**src/rtl/sqrt_post_stage.sv**
```systemverilog
// Post-processing stage for the 8-bit integer square-root pipeline: aligns valid,
// derives remainder / rounded root / exact / error, and queues results in a FWFT FIFO.
module sqrt_post_stage #(
    parameter int LAT   = 4,
    parameter int DEPTH = 4,
    localparam int PW   = $clog2(DEPTH),
    localparam int CW   = $clog2(DEPTH) + 1
) (
    input  logic          clk,
    input  logic          rst,
    input  logic          in_valid,
    input  logic [3:0]    root_c,
    input  logic [7:0]    x_orig,
    output logic          out_valid,
    input  logic          out_ready,
    output logic [3:0]    out_root,
    output logic [4:0]    out_rem,
    output logic [4:0]    out_rnd,
    output logic          out_exact,
    output logic          out_err,
    output logic [CW-1:0] fifo_count,
    output logic          overflow,
    output logic [7:0]    drop_cnt
);

    // Handshake: a head entry transfers on any posedge where out_valid && out_ready;
    // out_valid never depends on out_ready, and out_ready while empty has no effect.

    logic [LAT-1:0] vdly;
    logic           v_al;

    always_ff @(posedge clk) begin
        if (rst) begin
            vdly <= '0;
        end else begin
            vdly <= {vdly[LAT-2:0], in_valid};
        end
    end

    assign v_al = vdly[LAT-1];

    logic [7:0] sq;
    logic [8:0] d;
    logic       err_c;
    logic [4:0] rem_c;
    logic [4:0] rnd_c;
    logic       exact_c;

    assign sq = {4'd0, root_c} * {4'd0, root_c};
    assign d  = {1'b0, x_orig} - {1'b0, sq};

    // A remainder above 30 cannot come from a true floor root of an 8-bit value.
    assign err_c   = d[8] || (d > 9'd30);
    assign rem_c   = err_c ? 5'd0 : d[4:0];
    assign rnd_c   = {1'b0, root_c} + {4'd0, (rem_c > {1'b0, root_c})};
    assign exact_c = !err_c && (rem_c == 5'd0);

    logic        r_valid;
    logic [15:0] r_data;

    always_ff @(posedge clk) begin
        if (rst) begin
            r_valid <= 1'b0;
            r_data  <= '0;
        end else begin
            r_valid <= v_al;
            r_data  <= {err_c, exact_c, rnd_c, rem_c, root_c};
        end
    end

    logic [15:0]   mem [DEPTH];
    logic [PW-1:0] wr_ptr;
    logic [PW-1:0] rd_ptr;
    logic [CW-1:0] count;
    logic          full;
    logic          pop;
    logic          push_ok;
    logic          drop;
    logic [15:0]   head;

    assign full      = (count == CW'(DEPTH));
    assign out_valid = (count != '0);
    assign pop       = out_valid && out_ready;
    // A simultaneous pop frees the slot, so a full FIFO can still accept.
    assign push_ok   = r_valid && (!full || pop);
    assign drop      = r_valid && full && !pop;

    always_ff @(posedge clk) begin
        if (push_ok) begin
            mem[wr_ptr] <= r_data;
        end
    end

    always_ff @(posedge clk) begin
        if (rst) begin
            wr_ptr   <= '0;
            rd_ptr   <= '0;
            count    <= '0;
            overflow <= 1'b0;
            drop_cnt <= 8'd0;
        end else begin
            if (push_ok) begin
                wr_ptr <= wr_ptr + 1'b1;
            end
            if (pop) begin
                rd_ptr <= rd_ptr + 1'b1;
            end
            case ({push_ok, pop})
                2'b10:   count <= count + 1'b1;
                2'b01:   count <= count - 1'b1;
                default: count <= count;
            endcase
            if (drop) begin
                overflow <= 1'b1;
                if (drop_cnt != 8'hFF) begin
                    drop_cnt <= drop_cnt + 8'd1;
                end
            end
        end
    end

    assign head       = out_valid ? mem[rd_ptr] : 16'd0;
    assign out_root   = head[3:0];
    assign out_rem    = head[8:4];
    assign out_rnd    = head[13:9];
    assign out_exact  = head[14];
    assign out_err    = head[15];
    assign fifo_count = count;

endmodule

```
**config.mk**
```make
export PLATFORM = sky130hd
export DESIGN_NAME = sqrt_post_stage
export DESIGN_NICKNAME = d
export VERILOG_FILES = /design/src/rtl/sqrt_post_stage.sv
export SDC_FILE = /design/constraint.sdc
export NUM_CORES = 1
export LEC_CHECK = 0
export BUFFER_PORTS_ARGS = -buffer_cell sky130_fd_sc_hd__buf_2
export CORE_MARGIN = 2
export CORE_UTILIZATION = 50
export DETAILED_ROUTE_END_ITERATION = 7
export PLACE_DENSITY_LB_ADDON = 0.2
export SYNTH_ARGS = -nofsm -noshare
export SYNTH_HDL_FRONTEND = slang
export SYNTH_SLANG_ARGS = --single-unit
```
**constraint.sdc**
```tcl
create_clock -name clk -period 6.8 [get_ports clk]
set_input_delay 1.02 -clock clk [delete_from_list [all_inputs] [get_ports clk]]
set_output_delay 1.02 -clock clk [all_outputs]
set_load 0.03 [all_outputs]
```
==> summary.md <==
## Setup path
* most used cell along the critical path: ha_1
* worst-path cell chain: buf_2 > inv_1 > ha_1 > ha_1 > inv_1 > ha_1 > a211oi_2 > nor2_2 > xnor2_1 > or4_4 > o211ai_2 > nor2_1 > ha_1 > nor2b_1 > o21ai_0 > nand2b_1 > a21oi_1 > a41oi_1 > a41o_2 > ha_1 > ha_1 > xnor2_1 > nor2_1
* Crit path depth: 23
* worst setup path startpoint: x_orig[2]
* largest driver fanout on the critical path: 6
* number of buffer and inverter instances along the worst setup path: 3
* number of cells traversed by the worst register-to-register path: 9
* highest-delay cell along the critical path: or4_4
* Top Family by Delay on Critical Path: adder cells
* critical path launch point type: input pin
* worst reg2reg path startpoint: fifo_count[0]
* worst endpoint required time: 7.02 ns
* critical setup path kind: in -> reg
* setup slack, reg-to-reg: 4.30 ns
* delay of the slowest critical-path stage: 0.58 ns
* capturing element type of the critical path: flop
* reg-to-reg endpoint: fifo_count[2]
* Critical Path End: r_data[11]
* crit path DAT: 5.30 ns

## Cells and area
* Layout Cell Area excl Fill: 0.00517 mm2
* final layout net count: 449
* area growth from synthesis to final layout: 10.8%
* ratio of cells with drive above 1 in the final layout: 21.1%
* diode count: 0

## Die
* starting density of the core: 50.9%
* area enclosed by the die boundary: 0.0101 mm2
* Die Y: 101 um
* placeable core area: 0.00915 mm2
* Row Count: 35
* Die Wd: 101 um
* I/O pin count: 45

## Logic synthesis
* mean area per synthesized cell: 13.0 um2
* largest cells by area after synthesis: edfxtp_1 (41%), dfxtp_1 (17%), mux4_2 (7.7%), ha_1 (7.0%), nor2_1 (3.4%)
* largest area contributor in the synthesized netlist: edfxtp_1
* warnings from Yosys: 0
* flip-flop and latch count after synthesis: 103
* syn nets: 404
* number of synthesized flops with an enable pin: 64
* most common cell in the netlist: edfxtp_1
* Post-synth ARST share: 0%
* top cell types by occurrence after synthesis: edfxtp_1 (64), nor2_1 (42), dfxtp_1 (39)
* area share of the leading cell type in the synthesized netlist: 41.2%
* prevailing post-synth register cell: edfxtp_1
* number of unique standard cell types used by synthesis: 48
* Post-Syn Area: 0.00466 mm2
* cells after synthesis: 358
* sequential-to-total area share from yosys stat: 58.0%

## Place
* gp weighted congestion: 0.901
* half-perimeter wire length after detailed placement: 5460 um
* I/O Buffers: 44
* area after detailed placement: 0.00498 mm2

## Clocking
* Root Driver: clkbuf_8
* TritonCTS clock tree: built
* clock transition at the registers of the reported paths: 0.10 ns
* count of cells resized by post-cts repair: 0
* number of buffers on the longest clock path: 2
* # clock sinks: 103
* H-tree level count: 3
* number of CTS-inserted buffers: 9
* Post-CTS Setup Repair Bufs: 0
* clock latency of the later-clocked register in the worst-skew pair: 0.36 ns
* hold buffers post-CTS: 0

## STA
* Worst Tran Pin Value: 0.872 ns
* maximum clock rate: 197 MHz
* largest clock skew in the final design: 0.0163 ns
* setup TNS after final layout: 0 ns
* Hold Violations, Final: 0
* min cycle time layout: 5.08 ns
* count of pins over their slew limit: 0
* RSZ-0062 raised after global routing: false
* ratio of final minimum period to clock period: 74.7%
* Max-Slew Margin vs Limit: 41.9%
* Final setup violation count: 0

## Pwr
* VDD IR max: 0.0878 mV
* leakage component of the power: 2.01 nW
* Final Power: 0.00118 W
* power density over the cells: 228 mW/mm2

## Detailed routing
* ANT nets after route: 0
* routed wire length: 7620 um
* DR vias: 2718
* first-pass iteration count of the detailed router: 4
* DRC violation count after routing: 0
* average wire per standard cell: 14.7 um
* Via density: 5.24
* detailed router's first-iteration violation count: 170

## Global routing
* maximum number of pins on one net before global-route repair: 32
* via count of the first global-routing pass: 2643
* global-route usage over all layers: 16.3%
* initial antenna violation count: 0
* wire length of the first global-routing pass: 12700 um
* total congestion overflow after global routing: 0

## Hold path
* worst min-delay path category: reg -> reg
* Worst Hold Launch: vdly[2]

## Outcome
* result of the run: finished, final reports clean

## Run
* total of max-cap violations: 0

==> final cells by class <==
| type | instances | area (um2) |
|---|---|---|
| Fill cell | 773 | 3990 |
| Sequential cell | 103 | 2700 |
| Multi-Input combinational cell | 212 | 1790 |
| Timing Repair Buffer | 45 | 228 |
| Clock buffer | 12 | 155 |
| Tap cell | 111 | 139 |
| Inverter | 32 | 120 |
| Clock inverter | 4 | 28.8 |
==> kinds of logic (layout without fill, tap and decap cells) <==
| group | count (synthesis) | count (layout) | share of synthesized area [%] |
|---|---|---|---|
| flops | 103 | 103 | 58.0 |
| buf+inv | 43 | 93 | 3.54 |
| compound gates | 33 | 33 | 5.23 |
| simple gates | 109 | 109 | 12.2 |
| fa+ha+maj | 30 | 30 | 8.70 |
| xor+xnor | 22 | 22 | 4.13 |
| mux | 18 | 18 | 8.16 |
==> worst register-to-register path: stages, from the launching register on <==
cell	delay (ns)
dfxtp_1	0.36
nor4b_1	0.54
nor2b_1	0.24
inv_1	0.10
ha_1	0.17
inv_1	0.06
fa_1	0.37
xor2_1	0.16
or3_1	0.30
a21oi_1	0.13
==> registers in the layout, indices dropped and copies added, names as in the netlist, named ones only <==
name and flops:
mem 64, r_data 16, drop_cnt 8, vdly 4, fifo_count 3, rd_ptr 2
wr_ptr 2, overflow 1, r_valid 1
==> worst min path at each step <==
stage | to | slack [ns] | cells after the start
after floorplan | r_valid | 0.41 | 1
after global placement | vdly[1] | 0.42 | 1
after detailed placement | vdly[3] | 0.44 | 1
after CTS | vdly[1] | 0.44 | 1
after global routing | vdly[3] | 0.47 | 1
final | vdly[3] | 0.44 | 1
==> per-stage QoR <==
step | setup WS, ns | cells | hold WS (ns) | util (%)
after CTS | 1.72 | 519 | 0.444 | 56.4
final | 1.72 | 519 | 0.440 | 56.4
after floorplan | 1.90 | 358 | 0.414 | -
after detailed placement | 1.34 | 503 | 0.438 | 54.4
after global placement | 1.44 | 503 | 0.421 | 54.4
after global routing | 1.34 | 519 | 0.467 | 56.4
==> layout by cell type (no fill, tap or decap), drive strengths merged, types with 12 or more instances in the layout <==
cell / n
buf: 45
ha: 26
mux4: 16
dfxtp: 39
edfxtp: 64
and2: 23
inv: 33
nor2: 43
clkbuf: 12
==> power breakdown <==
group / leakage [nW] / switching [W] / internal, W
clock network: 0.0969 / 0.000193 / 0.000154
logic: 1.01 / 0.0000897 / 0.0000593
registers: 0.898 / 0.00000731 / 0.000672
==> layer usage <==
layer / GRT usage (%) / vias up / part of all wire, %
li1: - / 1351 / -
met3: 3.81 / 10 / 3.7
met5: 0 / - / 0
met2: 26.3 / 55 / 47
met1: 21.9 / 1302 / 48
met4: 5.58 / 0 / 1.6
(Power assumes the default switching activity.)
